**src/rtl/alarm_scheduler_if.sv**
```systemverilog
// Alarm scheduler bus: sensor requests and mute in, buzzer/status out.
// master = request source (sensors, mute); slave = alarm_scheduler.
interface alarm_scheduler_if;
    logic       sensor1;
    logic       sensor2;
    logic       sensor3;
    logic       mute;
    logic       buzzer1;
    logic       buzzer2;
    logic       buzzer3;
    logic       active;
    logic [2:0] pending;
    logic [1:0] grant_id;

    modport master (
        output sensor1, sensor2, sensor3, mute,
        input  buzzer1, buzzer2, buzzer3, active, pending, grant_id
    );

    modport slave (
        input  sensor1, sensor2, sensor3, mute,
        output buzzer1, buzzer2, buzzer3, active, pending, grant_id
    );
endinterface

```
**src/rtl/alarm_scheduler.sv**
```systemverilog
// Three-sensor alarm scheduler: latches level requests, grants one buzzer
// at a time for ON_CYCLES, then stays silent for GAP_CYCLES before the next
// grant. Arbitration is round-robin by default; defining
// ALARM_SCHEDULER_FIXED_PRIO_EN selects fixed priority sensor1 > sensor2 > sensor3.
module alarm_scheduler #(
    parameter int unsigned ON_CYCLES  = 8,
    parameter int unsigned GAP_CYCLES = 2
) (
    input  logic              clk,
    input  logic              reset,
    alarm_scheduler_if.slave  bus
);

    typedef enum logic [1:0] {
        IDLE  = 2'd0,
        SOUND = 2'd1,
        GAP   = 2'd2
    } state_t;

    // Counters are loaded with N-1 so a phase lasts exactly N cycles and
    // ON_CYCLES=1 loads zero instead of underflowing.
    localparam logic [7:0] ON_LOAD  = 8'(ON_CYCLES - 1);
    localparam logic [7:0] GAP_LOAD = 8'(GAP_CYCLES - 1);

    state_t     state;
    logic [7:0] count;
    logic [2:0] pend;
    logic [2:0] buzz;
    logic       act;
    logic [1:0] gid;
    logic [2:0] sens;
    logic [1:0] winner;
    logic [2:0] grant_mask;

`ifndef ALARM_SCHEDULER_FIXED_PRIO_EN
    logic [1:0] last;
    logic       found;
    logic [1:0] pos;
`endif

    assign sens = {bus.sensor3, bus.sensor2, bus.sensor1};

    assign bus.buzzer1  = buzz[0];
    assign bus.buzzer2  = buzz[1];
    assign bus.buzzer3  = buzz[2];
    assign bus.active   = act;
    assign bus.pending  = pend;
    assign bus.grant_id = gid;

`ifdef ALARM_SCHEDULER_FIXED_PRIO_EN
    // Fixed priority: lowest sensor index wins.
    always_comb begin
        winner = 2'd0;
        if (pend[0])      winner = 2'd1;
        else if (pend[1]) winner = 2'd2;
        else if (pend[2]) winner = 2'd3;
    end
`else
    // Round-robin: search starts just after the last granted index, wrapping 3->1.
    always_comb begin
        winner = 2'd0;
        found  = 1'b0;
        pos    = 2'd0;
        for (int unsigned k = 0; k < 3; k++) begin
            pos = 2'((32'(last) + k) % 3);
            if (!found && pend[pos]) begin
                winner = pos + 2'd1;
                found  = 1'b1;
            end
        end
    end
`endif

    // One-hot of the request being granted this edge (only when IDLE).
    always_comb begin
        grant_mask = '0;
        if (state == IDLE && winner != 2'd0)
            grant_mask[winner - 2'd1] = 1'b1;
    end

    // Scheduler FSM with registered buzzer, grant and pending outputs.
    always_ff @(posedge clk or negedge reset) begin
        if (!reset) begin
            state <= IDLE;
            count <= '0;
            pend  <= '0;
            buzz  <= '0;
            act   <= 1'b0;
            gid   <= '0;
`ifndef ALARM_SCHEDULER_FIXED_PRIO_EN
            last  <= 2'd3;
`endif
        end else if (bus.mute) begin
            state <= IDLE;
            count <= '0;
            pend  <= '0;
            buzz  <= '0;
            act   <= 1'b0;
            gid   <= '0;
        end else begin
            // A new sample of sensor_i overrides the clear from its own grant.
            pend <= (pend & ~grant_mask) | sens;
            unique case (state)
                IDLE: begin
                    if (winner != 2'd0) begin
                        state <= SOUND;
                        count <= ON_LOAD;
                        buzz  <= grant_mask;
                        gid   <= winner;
                        act   <= 1'b1;
`ifndef ALARM_SCHEDULER_FIXED_PRIO_EN
                        last  <= winner;
`endif
                    end
                end
                SOUND: begin
                    if (count == 8'd0) begin
                        buzz <= '0;
                        gid  <= '0;
                        if (GAP_CYCLES == 0) begin
                            state <= IDLE;
                            act   <= 1'b0;
                        end else begin
                            state <= GAP;
                            count <= GAP_LOAD;
                        end
                    end else begin
                        count <= count - 8'd1;
                    end
                end
                GAP: begin
                    if (count == 8'd0) begin
                        state <= IDLE;
                        act   <= 1'b0;
                    end else begin
                        count <= count - 8'd1;
                    end
                end
                default: begin
                    state <= IDLE;
                    buzz  <= '0;
                    gid   <= '0;
                    act   <= 1'b0;
                end
            endcase
        end
    end

endmodule
```
**src/flat_wrapper.sv**
```systemverilog
// flat-port wrapper written by rule: the top's interface ports become plain ports
module alarm_scheduler_flat 
#(
    parameter int unsigned ON_CYCLES  = 8,
    parameter int unsigned GAP_CYCLES = 2
)
  (clk, reset, bus_sensor1, bus_sensor2, bus_sensor3, bus_mute, bus_buzzer1, bus_buzzer2, bus_buzzer3, bus_active, bus_pending, bus_grant_id);
  alarm_scheduler_if bus_i ();
  input  logic clk;
  input  logic reset;
  input wire logic [$bits(bus_i.sensor1)-1:0] bus_sensor1;
  input wire logic [$bits(bus_i.sensor2)-1:0] bus_sensor2;
  input wire logic [$bits(bus_i.sensor3)-1:0] bus_sensor3;
  input wire logic [$bits(bus_i.mute)-1:0] bus_mute;
  output wire logic [$bits(bus_i.buzzer1)-1:0] bus_buzzer1;
  output wire logic [$bits(bus_i.buzzer2)-1:0] bus_buzzer2;
  output wire logic [$bits(bus_i.buzzer3)-1:0] bus_buzzer3;
  output wire logic [$bits(bus_i.active)-1:0] bus_active;
  output wire logic [$bits(bus_i.pending)-1:0] bus_pending;
  output wire logic [$bits(bus_i.grant_id)-1:0] bus_grant_id;
  assign bus_i.sensor1 = bus_sensor1;
  assign bus_i.sensor2 = bus_sensor2;
  assign bus_i.sensor3 = bus_sensor3;
  assign bus_i.mute = bus_mute;
  assign bus_buzzer1 = bus_i.buzzer1;
  assign bus_buzzer2 = bus_i.buzzer2;
  assign bus_buzzer3 = bus_i.buzzer3;
  assign bus_active = bus_i.active;
  assign bus_pending = bus_i.pending;
  assign bus_grant_id = bus_i.grant_id;
  alarm_scheduler #(.ON_CYCLES(ON_CYCLES), .GAP_CYCLES(GAP_CYCLES)) u_core (.clk(clk), .reset(reset), .bus(bus_i));
endmodule
```
**config.mk**
```make
export PLATFORM = sky130hd
export DESIGN_NAME = alarm_scheduler_flat
export DESIGN_NICKNAME = d
export VERILOG_FILES = /design/src/rtl/alarm_scheduler_if.sv /design/src/rtl/alarm_scheduler.sv /design/src/flat_wrapper.sv
export SDC_FILE = /design/constraint.sdc
export NUM_CORES = 1
export LEC_CHECK = 0
export BUFFER_PORTS_ARGS = -buffer_cell sky130_fd_sc_hd__buf_2
export CORE_ASPECT_RATIO = 0.6
export CORE_MARGIN = 1.5
export CORE_UTILIZATION = 30
export CTS_BUF_LIST = sky130_fd_sc_hd__clkbuf_16
export DETAILED_ROUTE_END_ITERATION = 10
export SYNTH_ARGS = -nofsm -noshare
export SYNTH_HDL_FRONTEND = slang
export SYNTH_SLANG_ARGS = --single-unit
```
**constraint.sdc**
```tcl
create_clock -name clk -period 2.6 [get_ports clk]
set_clock_uncertainty 0.2 [all_clocks]
set_input_delay 0.39 -clock clk [delete_from_list [all_inputs] [get_ports clk]]
set_output_delay 0.39 -clock clk [all_outputs]
set_load 0.05 [all_outputs]
```
**Word-level counts from Yosys, hierarchy flattened**

Index checks and enable logic that the tools add are counted.

- Input port bits: 6
- Flip-flop bits (word level): 21
- Logic and storage cells: 85

- Add/sub/neg operators: 7
- Eq/ne operators: 8
- Divide/modulo/power cells: 3
- Muxes and demuxes: 36
- Bitwise logic cells: 4
- Order comparisons: 5
- Reduce and logical (&&, ||, !) cells: 15

Operators by type and width:

| cell | count |
|---|---|
| remainder unit 32 x 2 -> 32 bit (second input constant) | 2 |
| remainder unit 2 x 2 -> 32 bit (second input constant) | 1 |
| 2-to-1 mux 8 bit | 4 |
| case mux 8 bit (3 select lines) | 1 |
| 2-to-1 mux 2 bit | 9 |
| 2-to-1 mux 3 bit | 5 |
| AND reduction 3 bit | 5 |
| less-than comparator 2 x 3 -> 1 bit (second input constant) | 4 |
| case mux 2 bit (3 select lines) | 2 |
| 2-to-1 mux 1 bit | 9 |
| case mux 3 bit (3 select lines) | 1 |
| zero test 8 bit | 1 |
| subtractor 8 x 1 -> 8 bit (second input constant) | 1 |
| adder 2 x 1 -> 2 bit (second input constant) | 3 |
| binary-select mux 1 bit (select 2 bit) | 3 |
| != test 3 x 2 -> 1 bit (second input constant) | 2 |
| != test 3 bit (second input constant) | 2 |
| logical AND 1 bit | 4 |
| != test 2 bit (second input constant) | 2 |
| nonzero test 4 bit | 1 |
| adder 2 x 1 -> 3 bit (second input constant) | 1 |
| adder 2 x 2 -> 3 bit (second input constant) | 1 |
| bitwise AND 3 bit | 1 |
| inverter 3 bit | 1 |
| other kinds (11) | 12 |

**Depth between registers and ports, before layout**

Gate-level depths: netlist (run 1).

- Word-level depth: 20
- Gate-level depth with buffers: 9
- Mapped depth without buffers: 8

**Worst setup path before layout (run 1)**

Ideal clock, no wire load.

- Path type: register to register
- Start: register u_core.last[1]
- End: register u_core.count[3]
- Clock period less this slack: 2422 ps
- Arrival time: 2097 ps
- Setup time: 125 ps
- Required time: 2275 ps
- Buffers on the path: 1
- Setup slack: 178 ps
- Cell stages (with the launch flop): 10
- Path through: dfstp_2 -> inv_1 -> ha_1 -> mux2i_1 -> mux2_4 -> o22a_4 -> a41o_1 -> buf_6 -> o21ai_0 -> o21ai_1

- Cells in the longest elaborated chain, start to end: 13
- Elaborated cells between the ends (all ways): 26

RTL lines:

| element | line | text |
|---|---|---|
| start, declared | alarm_scheduler.sv:36 | `logic [1:0] last;` |
| start signal, assigned | alarm_scheduler.sv:112 | `last <= winner;` |
| parallel branches: the longest is 9 deep, another holds remainder unit 32 x 2 -> 32 bit | - |  |
| 2-to-1 mux 2 bit * | alarm_scheduler.sv:66 | `if (!found && pend[pos]) begin` |
| nonzero test 2 bit * | alarm_scheduler.sv:105 | `if (winner != 2'd0) begin` |
| != test 3 bit (no source line) * | - |  |
| AND reduction 3 bit (no source line) * | - |  |
| end signal, assigned | alarm_scheduler.sv:128 | `count <= count - 8'd1;` |
| end signal, assigned | alarm_scheduler.sv:136 | `count <= count - 8'd1;` |
| end, declared | alarm_scheduler.sv:26 | `logic [7:0] count;` |

Every way passes the cells marked *. The select of a mux whose other input is x is not followed.
A chain may end at the register's enable or synchronous reset.

**Final worst setup path (run 1)**

- Start: register u_core.last[1]
- End: register u_core.count[4]

Same word-level chain as after synthesis.

==> results of run 1 <==
[repair_timing]
item	in CTS	in global routing
hold endpoints to repair	19	0
pin swaps	0	1
setup endpoints to repair	3	15
hold buffers	1	0
resized for setup	1	5
[per-layer routing]
layer	vias to the layer above	GRT usage	wire length, um
met5	-	0	0
met2	26	0.176	1180
met4	0	0.0295	25
met3	2	0.0303	141
met1	572	0.236	1890
li1	605	-	-
[cells by family after synthesis]
group,count (synthesis),share of synthesized area
mux,4,0.0327
simple gates,52,0.195
fa+ha+maj,10,0.0909
flops,21,0.384
buf+inv,11,0.0354
compound gates,50,0.263
[registers in the layout, indices dropped and copies added, names as in the netlist]
| name | count |
|---|---|
| u_core.bus.active | 1 |
| u_core.bus.grant_id | 2 |
| u_core.state | 2 |
| u_core.buzz | 3 |
| u_core.count | 8 |
| u_core.bus.pending | 3 |
| u_core.last | 2 |
[power by group]
part | internal (uW) | switching [uW]
sequential | 444 | 87.6
clock | 204 | 109
combinational | 666 | 953
[cell type report]
type                       instances  area share
clock buffer                       3      0.0444
clock inverter                     1     0.00222
inverter                           9      0.0200
multi-input combinational        116       0.485
sequential                        21       0.312
tap                               60      0.0444
timing repair buffer              25      0.0917
[Yosys cell counts, types with 2 or more instances]
master,instances
a21o_1,4
a21oi_1,12
a31oi_1,3
a41o_1,2
a41oi_1,2
dfrtp_1,19
dfstp_2,2
ha_1,10
inv_1,9
mux2i_1,3
nand2_1,13
nand2b_1,4
nand3_1,3
nand4_1,3
nor2_1,12
nor2b_1,4
nor3_1,6
nor4b_1,3
o21ai_0,6
o21ai_1,5
o2bb2ai_1,3
[stage by stage]
step / cells / area, um2
floorplan: 148 / 1380
global placement: 230 / 1580
detailed placement: 230 / 1580
CTS: 235 / 1670
global route: 235 / 1690
finish: 235 / 1690
[worst max path at each step]
stage	from	to	slack (ns)	cells past startpoint
floorplan	u_core.last[1]	u_core.count[3]	0.18	9
global placement	u_core.last[1]	u_core.count[2]	0.04	9
detailed placement	u_core.last[1]	u_core.count[5]	-0.02	8
CTS	u_core.last[1]	u_core.count[5]	0.008	8
global route	u_core.last[0]	u_core.bus.pending[2]	-0.006	9
finish	u_core.last[1]	u_core.count[4]	0.13	8
[worst reg2reg max path, delay by kind of cell (launching register included)]
| family | cells | cell delay (ns) |
|---|---|---|
| simple gates | 1 | 0.17 |
| flops | 1 | 0.54 |
| buf+inv | 1 | 0.06 |
| mux | 2 | 0.46 |
| fa+ha+maj | 1 | 0.22 |
| compound gates | 3 | 0.73 |
==> results.ini, run 1 <==
[outcome]
status=finished clean

[pwr]
power_density_mw_per_mm2=1460
irDropWorstVdd_mv=0.625
p_total_uw=2460
p_leak_uw=0.000799

[sta]
worst_slack_ns=0.125
min_period_over_period=0.952
max_freq_mhz=404
max_slew_margin=0.683
tightest_slew_ns=0.476
finalCriticalPeriod_ns=2.47
fin_hold_ws_ns=0.171
timing.final.hold_violations=0
finalSetupViolCount=0
slew_violations=0
tns_ns=0
rsz0062_at_grt=yes

[layout]
final_common_cell=dfrtp_1
ff_latch_area_um2=528
fin_util=0.397
area_growth_pct=22.9
nFillCells=422
mostFrequentLayoutCells=dfrtp_1 (19), buf_2 (14), nand2_1 (13), nor2_1 (12), a21oi_1 (12)
drive_gt1_frac=0.234
diodes=0
multi_input_area_um2=821
layout.nets=192

[worst_setup_path]
crit_type=reg -> reg
worst-endpoint-required_ns=2.55
r2r-end=u_core.count[4]
start_kind=flop
worst_ep_arrival_time_ns=2.43
end_kind=flop
reg2reg_depth=8
slowest_stage=dfstp_2
timing.rr.start=u_core.last[1]
crit_path_max_incr_delay_ns=0.54
path_delay_family=compound AO/OA/AOI/OAI gates
worst-path-buf-inv=1
rrSetupSlack_ns=0.13
worstPathMaxFanout=10
cp_cell_sequence=inv_1 -> ha_2 -> mux2i_1 -> mux2_4 -> o22a_4 -> a41o_4 -> nand2b_4 -> o31ai_1

[logic_synthesis]
syn_inst=148
synth_edf_count=0
ys.flop_type=dfrtp_1
synthesis.nets=164
yosysWarnings=0
syn_area_mm2=0.00138
synthArstFlopShare=1.00
synth_top_area_share=0.345
ys_types=41
synth_area_per_cell_um2=9.30
ys_seq_area_frac=0.384
synth_top_area_cell=dfrtp_1
synth_area_leaders=dfrtp_1 (35%), ha_1 (9.1%), a21oi_1 (4.4%), dfstp_2 (3.8%), nand2_1 (3.5%)
synth-seq-cells=21

[drt]
drt-total-wl_mm=3.24
drc_errors=0
via_count=1205
drt_iter0_drc=116
dr.pass1.iters=4
post_drt_wl_per_cell_um=13.8
via_per_inst=5.13
ant_nets=0

[floorplanning]
core_area_mm2=0.00426
num_rows=18
die_y_um=55.5
initial_core_util=0.323
die_w_um=90.4
die_area_mm2=0.00502
ios=15

[clock_network]
cts_tree=yes
path_clk_slew_ns=0.05
htreeDepth=1
root_buffer=clkbuf_16
clock-sinks=21
worstSkewPairLatency_ns=0.25
numCtsBuffers=3
post_cts_buffers=0
clock_path_buffers=2

[global_route]
antenna_found_initial=0
grt_pass1_vias=1136
grt_max_degree=22
grt_pass1_wl_mm=5.69
track_usage=0.141
grt_overflow=0

[placement]
numPortBuffers=14
place_ws_ns=-0.0172
gp_congestion=0.847
place.detailed.hpwl_mm=2.45

[run]
drv_cap=0

[worst_hold_path]
hold_start=bus_sensor1
holdPathEnd=u_core.bus.pending[0]
hp-class=in -> reg
holdPathStages=3

(Power assumes the default switching activity.)
==> run 2, diff against run 1 <==
==> constraint.sdc (replaced) <==
create_clock -name clk -period 2.6 [get_ports clk]
set_clock_uncertainty 0.2 [all_clocks]
set_input_delay 0.52 -clock clk [delete_from_list [all_inputs] [get_ports clk]]
set_output_delay 0.52 -clock clk [all_outputs]
set_load 0.1 [all_outputs]
==> results.ini, run 2 (synthesis gave the netlist of run 1 again) <==
[outcome]
status=finished clean

[layout]
mostFrequentLayoutCells=dfrtp_1 (17), buf_2 (14)
ff_latch_area_um2=531  ; +0.47%
nFillCells=420  ; -0.47%
diodes=0  ; unchanged
final_common_cell=dfrtp_1
regMostFlops=u_core.count
largest_reg_flops=8  ; unchanged
multi_input_area_um2=840  ; +2.3%
drive_gt1_frac=0.284  ; +0.0498
layout.nets=193  ; +0.52%
area_growth_pct=24.8

[global_route]
grt_pass1_vias=1180  ; +3.9%
grt_max_degree=22  ; unchanged
antenna_found_initial=0  ; unchanged
track_usage=0.150  ; +0.00903
grt_pass1_wl_mm=5.97  ; +5.0%
grt_overflow=0  ; unchanged

[sta]
worst_slack_ns=0.127  ; +0.00148 ns
tightest_slew_ns=0.489  ; +0.0123 ns
timing.final.hold_violations=0  ; unchanged
slew_violations=0  ; unchanged
max_freq_mhz=404  ; about the same
max_slew_margin=0.674  ; -0.00819
min_period_over_period=0.951  ; about the same
finalSetupViolCount=0  ; unchanged
finalCriticalPeriod_ns=2.47  ; -0.00148 ns

[floorplanning]
die_y_um=55.5  ; unchanged
ios=15  ; unchanged
die_area_mm2=0.00502  ; unchanged
core_area_mm2=0.00426  ; unchanged
num_rows=18  ; unchanged
die_w_um=90.4  ; unchanged
initial_core_util=0.323  ; unchanged

[worst_setup_path]
crit_type=reg -> reg
r2r-end=u_core.bus.pending[2]
timing.rr.start=u_core.last[1]
worst_ep_arrival_time_ns=2.41  ; -0.02 ns
start_kind=flop
rrSetupSlack_ns=0.13  ; about the same
reg2reg_depth=9  ; +1
worst-endpoint-required_ns=2.53  ; -0.02 ns
worstPathMaxFanout=4  ; -6
end_kind=flop

[clock_network]
post_cts_buffers=0  ; unchanged
path_clk_slew_ns=0.06  ; about the same
clock_path_buffers=2  ; unchanged
numCtsBuffers=3  ; unchanged
clock-sinks=21  ; unchanged
worstSkewPairLatency_ns=0.25  ; about the same
cts_tree=yes
htreeDepth=1  ; unchanged
root_buffer=clkbuf_16

[drt]
drc_errors=0  ; unchanged
drt_iter0_drc=117  ; +0.86%
post_drt_wl_per_cell_um=15.0  ; +8.8%
via_count=1231  ; +2.2%
ant_nets=0  ; unchanged
via_per_inst=5.22  ; +1.7%
drt-total-wl_mm=3.54  ; +9.3%
dr.pass1.iters=4  ; unchanged

[run]
drv_cap=0  ; unchanged

[placement]
place.detailed.hpwl_mm=2.65  ; +8.3%
gp_congestion=0.826  ; -2.5%
numPortBuffers=14  ; unchanged
place_ws_ns=-0.0550  ; -0.0378 ns

[worst_hold_path]
hp-class=in -> async

-- run 2: cell count changes in the layout (fill, tap and decap cells not counted), sizes merged --
cell	before	now
buf	24	26
dlygate4sd3	1	0
-- run 2: final cells by class --
type,instances,area share
clock inverters,1,0.00218
repair buffers,26,0.0932
well taps,60,0.0437
inverters,9,0.0197
multi-input cells,116,0.489
flip-flops and latches,21,0.309
clock buffers,3,0.0437
-- run 2: how the worst max path moves through the flow --
stage | slack [ns] | endpoint | from
final | 0.13 | u_core.bus.pending[2] | u_core.last[1]
after floorplan | 0.04 | u_core.count[3] | u_core.bus.pending[2]
after global placement | 0.08 | u_core.count[7] | u_core.last[0]
after detailed placement | -0.05 | u_core.count[4] | u_core.last[1]
after global routing | -0.009 | u_core.bus.pending[2] | u_core.last[1]
after CTS | 0.07 | u_core.count[4] | u_core.last[1]
-- run 2: per-stage QoR --
step	cells	cell area (um2)	hold WS (ns)	setup TNS, ns	utilization
2_1_floorplan	148	1380	0.0244	0	-
3_3_place_gp	232	1600	0.283	0	0.376
3_5_place_dp	232	1600	0.276	-0.0550	0.376
4_1_cts	236	1680	0.0546	0	0.395
5_1_grt	236	1720	0.0648	-0.00903	0.404
6_report	236	1720	0.0224	0	0.404
-- run 2: worst max-delay path, stage by stage (launching register included) --
cell and delay, ns:
dfstp_2 0.53, inv_1 0.06, ha_1 0.20, nand2b_1 0.18, mux2_4 0.30, o22a_4 0.24, buf_4 0.15, and2_2 0.21
nor4b_2 0.21, nor3_1 0.08
-- run 2: timing repair --
item                                    4_1_cts  5_1_grt
hold buffers                                  0        0
gates resized for setup                       2        9
endpoints found under the hold margin         0        0
pin swaps                                     0        1
endpoints found under the setup margin        1       12
-- run 2: metal layers --
layer | wire [um] | GRT usage | part of all wire
met1 | 1990 | 0.248 | 0.56
met2 | 1330 | 0.183 | 0.38
met3 | 221 | 0.0386 | 0.062
met4 | 0 | 0.0385 | 0
met5 | 0 | 0 | 0
Power of run 2 is left out: the tool's default activity adds up to more than one toggle a clock period on the data nets, which glitch-free logic cannot reach.
